--- config.mk ---
export PLATFORM = sky130hd
export DESIGN_NAME = dps_strap_ctrl
export DESIGN_NICKNAME = d
export VERILOG_FILES = /design/src/rtl/padctl_pkg.sv /design/src/rtl/prim_flop_2sync.sv /design/src/rtl/dps_strap_ctrl.sv
export SDC_FILE = /design/constraint.sdc
export NUM_CORES = 1
export LEC_CHECK = 0
export BUFFER_PORTS_ARGS = -buffer_cell sky130_fd_sc_hd__buf_2
export CELL_PAD_IN_SITES_DETAIL_PLACEMENT = 2
export CELL_PAD_IN_SITES_GLOBAL_PLACEMENT = 2
export CORE_MARGIN = 10
export CORE_UTILIZATION = 37
export DETAILED_ROUTE_END_ITERATION = 16
export HOLD_SLACK_MARGIN = 0.1
export PLACE_DENSITY_LB_ADDON = 0.1
export SLEW_MARGIN = 40
export SYNTH_ARGS = -nofsm -noshare
export SYNTH_HDL_FRONTEND = slang
export SYNTH_SLANG_ARGS = --single-unit
--- constraint.sdc ---
create_clock -name clk_i -period 2.25 [get_ports clk_i]
set_clock_uncertainty 0.15 [all_clocks]
set_input_delay 0.225 -clock clk_i [delete_from_list [all_inputs] [get_ports clk_i]]
set_output_delay 0.225 -clock clk_i [all_outputs]
set_load 0.03 [all_outputs]
--- src/rtl/padctl_pkg.sv ---
// Shared pad-control types: strap sequencer states and DPS pad mode encoding.
package padctl_pkg;

    typedef enum logic [1:0] {
        SAMPLE  = 2'd0,
        LOCKED  = 2'd1,
        STRETCH = 2'd2
    } strap_state_e;

    typedef enum logic {
        PadModeJtag = 1'b0,
        PadModeSpi  = 1'b1
    } pad_mode_e;

    function automatic int max_int(input int a, input int b);
        return (a > b) ? a : b;
    endfunction

endpackage

--- src/rtl/prim_flop_2sync.sv ---
// Two-flop synchroniser for asynchronous pad inputs with a per-instance reset value.
module prim_flop_2sync #(
    parameter int Width = 1,
    parameter logic [Width-1:0] ResetValue = '0
) (
    input  logic             clk_i,
    input  logic             rst_i,
    input  logic [Width-1:0] d_i,
    output logic [Width-1:0] q_o
);

    logic [Width-1:0] stage1;

    // Two back-to-back flops give metastability a full cycle to resolve.
    always_ff @(posedge clk_i or posedge rst_i) begin
        if (rst_i) begin
            stage1 <= ResetValue;
            q_o    <= ResetValue;
        end else begin
            stage1 <= d_i;
            q_o    <= stage1;
        end
    end

endmodule

--- src/rtl/dps_strap_ctrl.sv ---
// Strap sampler for the shared debug/SPI pads: debounces and locks the mode and
// bootstrap straps, holds the system reset request until locked, and stretches
// external JTAG system resets before re-sampling.
module dps_strap_ctrl
    import padctl_pkg::*;
#(
    parameter int DebounceCycles = 16,
    parameter int StretchCycles  = 8
) (
    input  logic clk_i,
    input  logic rst_i,
    input  logic strap_spi_i,
    input  logic strap_boot_i,
    input  logic ext_srst_ni,
    output logic mode_spi_o,
    output logic bootstrap_o,
    output logic mode_valid_o,
    output logic sys_rst_req_o
);

    localparam int CntW = $clog2(max_int(DebounceCycles, StretchCycles));
    localparam logic [CntW-1:0] DebounceLast = CntW'(DebounceCycles - 1);
    localparam logic [CntW-1:0] StretchLast  = CntW'(StretchCycles - 1);

    if (DebounceCycles < 2 || DebounceCycles > 256) begin : gen_debounce_range_chk
        $error("DebounceCycles must be within 2..256");
    end
    if (StretchCycles < 1 || StretchCycles > 256) begin : gen_stretch_range_chk
        $error("StretchCycles must be within 1..256");
    end

    logic spi_sync;
    logic boot_sync;
    logic srst_n_sync;

    prim_flop_2sync #(.Width(1), .ResetValue(1'b0)) u_sync_spi (
        .clk_i (clk_i),
        .rst_i (rst_i),
        .d_i   (strap_spi_i),
        .q_o   (spi_sync)
    );

    prim_flop_2sync #(.Width(1), .ResetValue(1'b0)) u_sync_boot (
        .clk_i (clk_i),
        .rst_i (rst_i),
        .d_i   (strap_boot_i),
        .q_o   (boot_sync)
    );

    prim_flop_2sync #(.Width(1), .ResetValue(1'b1)) u_sync_srst (
        .clk_i (clk_i),
        .rst_i (rst_i),
        .d_i   (ext_srst_ni),
        .q_o   (srst_n_sync)
    );

    strap_state_e    state;
    strap_state_e    state_next;
    logic [CntW-1:0] cnt;
    logic [CntW-1:0] cnt_next;
    logic [1:0]      prev;
    logic [1:0]      prev_next;
    logic [1:0]      straps;
    logic            lock_now;

    assign straps = {spi_sync, boot_sync};

    // Next-state logic; an external reset overrides everything, including a lock.
    always_comb begin
        state_next = state;
        cnt_next   = cnt;
        prev_next  = prev;
        lock_now   = 1'b0;
        if (!srst_n_sync) begin
            state_next = STRETCH;
            cnt_next   = '0;
        end else begin
            unique case (state)
                SAMPLE: begin
                    if (straps != prev) begin
                        prev_next = straps;
                        cnt_next  = '0;
                    end else if (cnt == DebounceLast) begin
                        state_next = LOCKED;
                        lock_now   = 1'b1;
                    end else begin
                        cnt_next = cnt + 1'b1;
                    end
                end
                LOCKED: begin
                    state_next = LOCKED;
                end
                STRETCH: begin
                    if (cnt == StretchLast) begin
                        state_next = SAMPLE;
                        cnt_next   = '0;
                    end else begin
                        cnt_next = cnt + 1'b1;
                    end
                end
                default: begin
                    state_next = SAMPLE;
                    cnt_next   = '0;
                end
            endcase
        end
    end

    // State, counter, strap history and registered output decodes.
    always_ff @(posedge clk_i or posedge rst_i) begin
        if (rst_i) begin
            state         <= SAMPLE;
            cnt           <= '0;
            prev          <= 2'b00;
            mode_spi_o    <= PadModeJtag;
            bootstrap_o   <= 1'b0;
            mode_valid_o  <= 1'b0;
            sys_rst_req_o <= 1'b1;
        end else begin
            state         <= state_next;
            cnt           <= cnt_next;
            prev          <= prev_next;
            mode_valid_o  <= (state_next == LOCKED);
            sys_rst_req_o <= (state_next != LOCKED);
            if (lock_now) begin
                mode_spi_o  <= prev[1];
                bootstrap_o <= prev[0];
            end
        end
    end

    // Locked strap values must never move while they are advertised as valid.
    assert property (@(posedge clk_i) disable iff (rst_i)
        mode_valid_o |=> $stable({mode_spi_o, bootstrap_o}));

endmodule

==> run metrics, run 1 <==
status=finished, final reports clean; kind of critical path=flip-flop to flip-flop; worst hold stages=0; layout cell share with drive strength beyond 1=31.9%; Critical R2R Launch=cnt[0]; Routed WL=1.49 mm; area grow syn2layout=19.5%; hold crit path type=flip-flop to flip-flop; async set-or-reset flop fraction in the synthesized netlist=100%; fill cell count=208; Post-synth EDFFs=0; fraction of the mapped netlist area in adder cells=under 10%; wire per inst=15.6 um; CTS buffer count=3; Initial Util=around two fifths; PnR worst setup slack=0.364 ns; largest net degree at the start of global routing=19; crit-path max FO=6; PostCTS Resize Cnt=0; die height=64.9 um; initial antenna violation count=0; crit-path max cell delay=0.42 ns; Synth Area per Inst=13.8 um^2; fin crit period=1.89 ns; GR Overflow Total=0; Critical Path, Cell by Cell=ha_1, and3_1, a31oi_2, nor3b_4, a211o_1; clk slew on worst S/H paths=roughly 0.11 ns; Core ar.=1940 um^2; Worst IR Drop VDD=0.000366 V; Residual DRC=0; Critical Path RT=2.28 ns; mux contribution to synthesized area=between 7 and 8%; post-synthesis xor/xnor area fraction=4.36%; Non-Filler Instances=96; count of final setup violators=0; Tot GR Track Use=just under 8%; htree depth=1; R2R Setup Slk=0.36 ns; RSZ-0062 raised after global routing=false; Fmax achieved=530 MHz; Final Max Tran Viols=0; mapped cell area=~750 um^2; via count=around 480; Max Root-Sink Buffers=2; routability cong.=0.702; Worst setup EP type=flip-flop; slowest CP cell=dfrtp_1; setup repair bufs after CTS=0; R2R depth=5; die area=4210 um^2; Bufs and invs on worst path=0; top_reg_cell synth=dfrtp_1; relative slew slack=55.7%; final worst path period share=83.8%; Setup crit start=cnt[0]; count of final hold-check violations=0; CTS tree=done; Ant. Diodes=0; footprint of the multi-input gates=279 um^2; first-pass GRT wire length=roughly 2.5 mm; number of max-cap violations=0; hold-fix buffers at CTS=4; Worst-Margin Slew=approximately 0.66 ns; cell family with most CP delay=compound AO/OA/AOI/OAI gates; Final Net Count=76; Cells after Synth=54; FF/Latch Area=454 um^2; die width=around 65 um; # port buffers=8; clk_lat worst skew=between 0.2 and 0.3 ns; CP endpoint=cnt[3]; Vias/cell=4.97; dpl hpwl=around 1.0 mm; final hold slack=0.207 ns; instance count on the critical path=5; CTS Root Cell=clkbuf_4; kind of start point of the critical path=flip-flop; Post-Syn Nets=60; Top Ports=9; Sink Count=18; drt initial violations=3; setup TNS=0 ns; post-synthesis sequential area ratio=60.9%; area fraction in compound gates after synthesis=9.56%; overall power=0.595 mW; row cnt=16; Post-Synth Simple-Gate Area=14.3%; leakage power=between 0.4 and 0.5 nW; library cells used by synthesis=25; dpl cells=88; largest family of logic cells by synthesized area=simple AND/OR/NAND/NOR gates; post-placement setup slack=0.388 ns; synthesis-stage register bit count=18; synth warn=0; Final ANT Viol Nets=0; vias in the first global route=545; capturing point of the worst reg2reg path=cnt[3]; arrival time worst endpoint=~1.9 ns; Detailed Routing Iterations Pass 1=2; Power Dens Cells=roughly 670 nW/um^2
final cells by class:
cell class	instances	area share, %
sequential	18	51.0
multi-input combinational	33	31.3
timing repair buffer	12	8.99
clock buffer	4	4.07
tap	27	3.79
inverter	2	0.843
how the worst min path moves through the flow:
stage                     slack [ns]            endpoint               from
after floorplan                 0.01         bootstrap_o              rst_i
after global placement          0.18  u_sync_srst.stage1        ext_srst_ni
after detailed placement        0.18   u_sync_spi.stage1        strap_spi_i
after CTS                       0.21      u_sync_spi.q_o  u_sync_spi.stage1
after global routing            0.22      u_sync_spi.q_o  u_sync_spi.stage1
final                           0.21      u_sync_spi.q_o  u_sync_spi.stage1
logic make-up after synthesis:
| kind of cell | Yosys count |
|---|---|
| simple gates | 16 |
| xor+xnor | 2 |
| flops | 18 |
| compound gates | 9 |
| buf+inv | 3 |
| mux | 5 |
| fa+ha+maj | 1 |
worst register-to-register path: cells and delay by family (launching register included):
family / cells / cell delay (ns)
DFF: 1 / 0.42
AOI/OAI and AO/OA: 2 / 0.60
and+or+nand+nor: 2 / 0.34
adders and majority gates: 1 / 0.28
registers in the layout, indices dropped and copies added, names as in the netlist:
register,count
bootstrap_o,1
cnt,4
mode_spi_o,1
mode_valid_o,1
prev,2
state,2
sys_rst_req_o,1
u_sync_boot.q_o,1
u_sync_boot.stage1,1
u_sync_spi.q_o,1
u_sync_spi.stage1,1
u_sync_srst.q_o,1
u_sync_srst.stage1,1
synthesized netlist by cell type (3+ instances only):
library cell	count	area share, %
a211o_1	3	3.5
dfrtp_1	15	50
dfstp_2	3	11
mux2_2	3	4.5
where the power goes:
part,internal [mW],switching (mW)
sequential,0.338,0.0126
combinational,0.0232,0.0206
clock,0.0985,0.102
total,0.460,0.135
stage by stage:
| stage | utilization (%) | area, um^2 |
|---|---|---|
| floorplan | - | 746 |
| global placement | 41.9 | 815 |
| detailed placement | 41.9 | 815 |
| CTS | 45.9 | 891 |
| global route | 45.9 | 891 |
| finish | 45.9 | 891 |
per-layer routing:
metal | vias to the layer above | share of wire (%) | GRT usage (%)
li1 | 223 | - | -
met1 | 244 | 47 | 8.99
met2 | 8 | 48 | 11.6
met3 | 2 | 4.1 | 2.92
met4 | 0 | 1.0 | 4.81
met5 | - | 0 | 0
placed cells by master, fill, tap and decap left out, types with 2 or more instances in the layout:
cell | synthesis | final
nand2_1 | 2 | 2
buf_2 | 0 | 8
mux2_2 | 3 | 3
a211o_1 | 3 | 3
nand2b_1 | 2 | 2
dlygate4sd3_1 | 0 | 4
clkbuf_4 | 0 | 3
dfrtp_1 | 15 | 15
nand3_1 | 2 | 2
nor4b_1 | 2 | 2
mux2_1 | 2 | 2
dfstp_2 | 3 | 3
nor2_1 | 2 | 2
xnor2_2 | 2 | 2
nor3_1 | 2 | 2
inv_1 | 2 | 2
No activity file was read; power rests on OpenSTA's default activity.
==> run 2, diff against run 1 <==
CORE_UTILIZATION = 34   (was 37)
clock period = 1.6 ns   (was 2.25 ns; I/O delays follow)
==> run metrics, run 2 (synthesis gave the netlist of run 1 again) <==
status=complete, but fails checks; failing checks=negative setup slack; most frequent cells in the layout=17 x buf_4, 14 x dfrtp_1, 8 x buf_2, 4 x dlygate4sd3_1; Most Used Layer, Global Route=met2; Final ANT Viol Nets=0; FF/Latch Area=455 um^2; max FFs per register=4; Max Root-Sink Buffers=2; Worst-Margin Slew=between 0.3 and 0.4 ns; CTS tree=done; first-pass GRT wire length=3.39 mm; footprint of the multi-input gates=354 um^2; GR Overflow Total=0; row cnt=16; Worst IR Drop VDD=0.000478 V; vias in the first global route=670; RSZ-0062 raised after global routing=true; initial antenna violation count=0; cell family with most CP delay=simple AND/OR/NAND/NOR gates; Placement Cell Area=926 um^2; clk_lat worst skew=0.30 ns; count of final setup violators=4; Worst setup EP type=flip-flop; # port buffers=8; Reg with most FFs=cnt; hold crit path type=flip-flop to flip-flop; die height=66.8 um; Tot GR Track Use=around a tenth; fill cell count=196; CTS buffer count=3; crit-path max cell delay=0.41 ns; layout cell share with drive strength beyond 1=58.6%; kind of critical path=flip-flop to flip-flop; Ant. Diodes=0; commonest non-fill, non-tap cell in the layout=buf_4; routability cong.=0.760; Top Ports=9; Final Net Count=94; overall power=~0.9 mW; count of final hold-check violations=0; post-placement setup slack=-0.0818 ns; Initial Util=36.9%; Core ar.=2020 um^2; drt initial violations=3; CTS Root Cell=clkbuf_4; via count=567; die width=66.8 um; crit-path max FO=5; Power Dens Cells=816 nW/um^2; Residual DRC=0; M1 GR Usage=11.1%; Sink Count=18; Bufs and invs on worst path=0; Routed WL=approximately 2.1 mm; leakage power=0.524 nW; Top Registers=cnt x4, prev x2, state x2; met3 usage=under 10%; relative slew slack=76.4%; Vias/cell=4.97; die area=roughly 4500 um^2; Critical Path RT=about 1.7 ns; number of max-cap violations=0; fin crit period=1.64 ns; kind of start point of the critical path=flip-flop; wire per inst=18.3 um; GRT met2 Usage=16.7%; htree depth=1; PnR worst setup slack=-0.0353 ns; Critical Path, Cell by Cell=ha_4, and3_4, a31oi_4, nor3b_4, mux2_4; Fmax achieved=about 600 MHz; final worst path period share=102%; largest net degree at the start of global routing=19; arrival time worst endpoint=around 1.7 ns; Finished Cell Area=around 1100 um^2; slowest CP cell=dfrtp_1; Detailed Routing Iterations Pass 1=2; dpl hpwl=1.35 mm; area grow syn2layout=48.3%; clk slew on worst S/H paths=0.10 ns; Final Max Tran Viols=0
run 2: cell count changes in the layout (fill, tap and decap cells not counted), sizes merged:
cell and change:
buf +18
run 2: per-stage QoR:
| stage | instances | hold slack [ns] | utilization [%] | setup TNS, ns |
|---|---|---|---|---|
| 2_1_floorplan | 54 | -0.0536 | - | 0 |
| 3_3_place_gp | 101 | 0.0355 | 45.8 | -0.0766 |
| 3_5_place_dp | 101 | 0.0487 | 45.8 | -0.383 |
| 4_1_cts | 113 | 0.217 | 52.8 | -0.0995 |
| 5_1_grt | 114 | 0.223 | 54.7 | -0.489 |
| 6_report | 114 | 0.212 | 54.7 | -0.0836 |
run 2: final timing paths:
kind / cells after the start / slack, ns / startpoint / endpoint
worst max-delay path: 5 / -0.04 / cnt[0] / cnt[0]
worst min-delay path: 0 / 0.21 / u_sync_boot.stage1 / u_sync_boot.q_o
worst max register to register: 5 / -0.04 / cnt[0] / cnt[0]
worst min register to register: 0 / 0.21 / u_sync_boot.stage1 / u_sync_boot.q_o
max in group asynchronous: 4 / 0.77 / rst_i / u_sync_srst.q_o
min in group asynchronous: 4 / 0.27 / rst_i / prev[1]
run 2: layout make-up:
cell class,count,share of cell area (%)
Multi-Input combinational cell,33,32.0
Inverter,2,0.679
Clock buffer,4,3.28
Sequential cell,18,41.2
Timing Repair Buffer,30,19.8
Tap cell,27,3.05
run 2: metal layers:
metal / vias to the layer above / share of wire [%] / wire (um)
met5: - / 0 / 0
met4: 0 / 1.5 / 32
met3: 6 / 4.8 / 100
met2: 14 / 51 / 1070
met1: 287 / 43 / 890
li1: 260 / - / -
run 2: timing repair:
action                                 CTS  global route
setup endpoints to repair                8             9
pin swaps                                6             5
setup buffers                            4             1
endpoints found under the hold margin   21             0
hold buffers                             4             0
gates resized for setup                  9             5
run 2: power by group:
part           internal (mW)  leakage [nW]  switching, mW
Sequential             0.476         0.222         0.0201
Combinational         0.0697         0.280         0.0500
Clock                  0.139        0.0210          0.148
Total                  0.684         0.524          0.218
==> run 3, diff against run 2 <==
ABC_AREA = 1   (was not set)
CELL_PAD_IN_SITES_DETAIL_PLACEMENT = not set   (was 2)
CELL_PAD_IN_SITES_GLOBAL_PLACEMENT = not set   (was 2)
CORE_UTILIZATION = 45   (was 34)
PLACE_DENSITY = 0.66   (was not set)
PLACE_DENSITY_LB_ADDON = not set   (was 0.1)
SETUP_SLACK_MARGIN = 0.5   (was not set)
==> run metrics, run 3 <==
final worst path period share=around nine tenths; top_reg_cell synth=dfrtp_1; kind of critical path=flip-flop to flip-flop; area grow syn2layout=39.0%; vias in the first global route=657; Tot GR Track Use=about 8%; Worst setup EP type=flip-flop; routability cong.=0.796; Top Ports=9; Worst-Margin Slew=0.248 ns; fill cell count=142; Post-synth EDFFs=0; clk_lat worst skew=slightly below 0.3 ns; Residual DRC=0; number of max-cap violations=0; post-synthesis sequential area ratio=54.7%; post-synth top area share=45.2%; crit-path max FO=4; Post-Syn Nets=97; area fraction in compound gates after synthesis=~3.0%; row cnt=15; CTS Root Cell=clkbuf_4; library cells used by synthesis=18; Final Max Tran Viols=0; wire per inst=11.2 um; count of final setup violators=0; Synth area leaders=dfrtp_1 45%, nand2_1 14%, dfstp_2 9.5%; max FFs per register=4; Initial Util=47.6%; Post-Synth Simple-Gate Area=between 30% and 40%; largest net degree at the start of global routing=19; # port buffers=8; dpl hpwl=1.03 mm; GR Overflow Total=0; mux contribution to synthesized area=0%; status=finished, final reports clean; die width=~63 um; most common cell in the netlist=nand2_1; relative slew slack=83.4%; post-synthesis xor/xnor area fraction=0%; setup TNS=0 ns; async set-or-reset flop fraction in the synthesized netlist=100%; Fmax achieved=698 MHz; Core ar.=~1700 um^2; Final ANT Viol Nets=0; count of final hold-check violations=0; Yosys top cell by area=dfrtp_1; Cells after Synth=just over 90; kind of start point of the critical path=flip-flop; Vias/cell=~4.6; overall power=0.881 mW; most frequent cells in the layout=25 x nand2_1, 14 x dfrtp_1, 12 x buf_4, 9 x inv_1, 8 x nand3_1; post-placement setup slack=0.0900 ns; hold crit path type=flip-flop to flip-flop; first-pass GRT wire length=2.73 mm; die height=63.0 um; initial antenna violation count=0; CTS tree=done; mapped cell area=831 um^2; synthesis-stage register bit count=18; RSZ-0062 raised after global routing=true; clk slew on worst S/H paths=about 0.10 ns; Synth Area per Inst=roughly 9 um^2; layout cell share with drive strength beyond 1=42.5%; fin crit period=around 1.4 ns; leakage power=0.617 nW; CTS buffer count=3; fin util=between 60 and 70%; synth warn=0; footprint of the multi-input gates=363 um^2; PnR worst setup slack=0.168 ns; fraction of the mapped netlist area in adder cells=1.51%; Sink Count=18; largest family of logic cells by synthesized area=simple AND/OR/NAND/NOR gates; Power Dens Cells=763 nW/um^2; via count=approximately 660; Detailed Routing Iterations Pass 1=4; htree depth=1; Worst IR Drop VDD=about 0.00083 V; arrival time worst endpoint=~1.5 ns; Ant. Diodes=0; commonest non-fill, non-tap cell in the layout=nand2_1; Routed WL=1.63 mm; Reg with most FFs=cnt; FF/Latch Area=455 um^2; drt initial violations=20; Top Registers=cnt x4, prev x2, state x2; Max Root-Sink Buffers=2; list of most frequent post-synthesis cells=30 x nand2_1, 15 x dfrtp_1, 11 x nand3_1; Final Net Count=127; Critical Path RT=1.69 ns; die area=3960 um^2
run 3: what timing repair did:
item	CTS	global route
pin swaps	9	9
hold buffers	4	0
resized for setup	17	3
endpoints found under the setup margin	16	16
hold endpoints to repair	21	0
buffers inserted	10	2
run 3: area by class of cell:
| type | instances | area share (%) |
|---|---|---|
| sequential | 18 | 39.4 |
| multi-input combinational | 60 | 31.4 |
| timing repair buffer | 25 | 18.6 |
| inverter | 13 | 4.66 |
| clock buffer | 4 | 3.14 |
| tap | 25 | 2.71 |
run 3: metrics by stage:
stage | hold WS, ns | cell area [um^2] | cells
after floorplan | -0.0536 | 833 | 91
after global placement | 0.0295 | 912 | 125
after detailed placement | 0.0338 | 912 | 125
after CTS | 0.209 | 1130 | 143
after global routing | 0.214 | 1150 | 145
final | 0.206 | 1150 | 145
run 3: report_power, final:
| part | switching, mW | internal (mW) |
|---|---|---|
| logic | 0.0609 | 0.0505 |
| clock network | 0.142 | 0.139 |
| registers | 0.0138 | 0.476 |
run 3: logic make-up (layout without fill, tap and decap cells):
group / after synthesis / in the layout
AND/OR/NAND/NOR: 54 / 54
flip-flops: 18 / 18
buffers and inverters: 13 / 42
AO/OA/AOI/OAI: 5 / 5
adder cells (fa/ha/maj): 1 / 1
run 3: path summary, 6_finish.rpt:
| path | cells after the start | slack [ns] | endpoint | start |
|---|---|---|---|---|
| worst max-delay path | 9 | 0.17 | cnt[3] | cnt[1] |
| worst min-delay path | 0 | 0.21 | u_sync_spi.q_o | u_sync_spi.stage1 |
| worst max register to register | 9 | 0.17 | cnt[3] | cnt[1] |
| worst min register to register | 0 | 0.21 | u_sync_spi.q_o | u_sync_spi.stage1 |
| max in group asynchronous | 4 | 0.79 | u_sync_srst.stage1 | rst_i |
| min in group asynchronous | 4 | 0.26 | state[0] | rst_i |
run 3: worst max-delay path, stage by stage (launching register included):
cell and delay, ns:
dfrtp_1 0.40, ha_2 0.20, nand2_2 0.07, inv_2 0.04, buf_4 0.13, nand2_4 0.06, nand4_1 0.11, nand2_2 0.10
nand3_2 0.07, nand2_1 0.05
run 3: layer usage:
| metal | up-vias | global-route usage [%] | wire (um) |
|---|---|---|---|
| li1 | 344 | - | - |
| met4 | 0 | 3.07 | 39 |
| met2 | 15 | 14.3 | 780 |
| met1 | 301 | 9.38 | 742 |
| met3 | 4 | 1.97 | 67 |
| met5 | - | 0 | 0 |
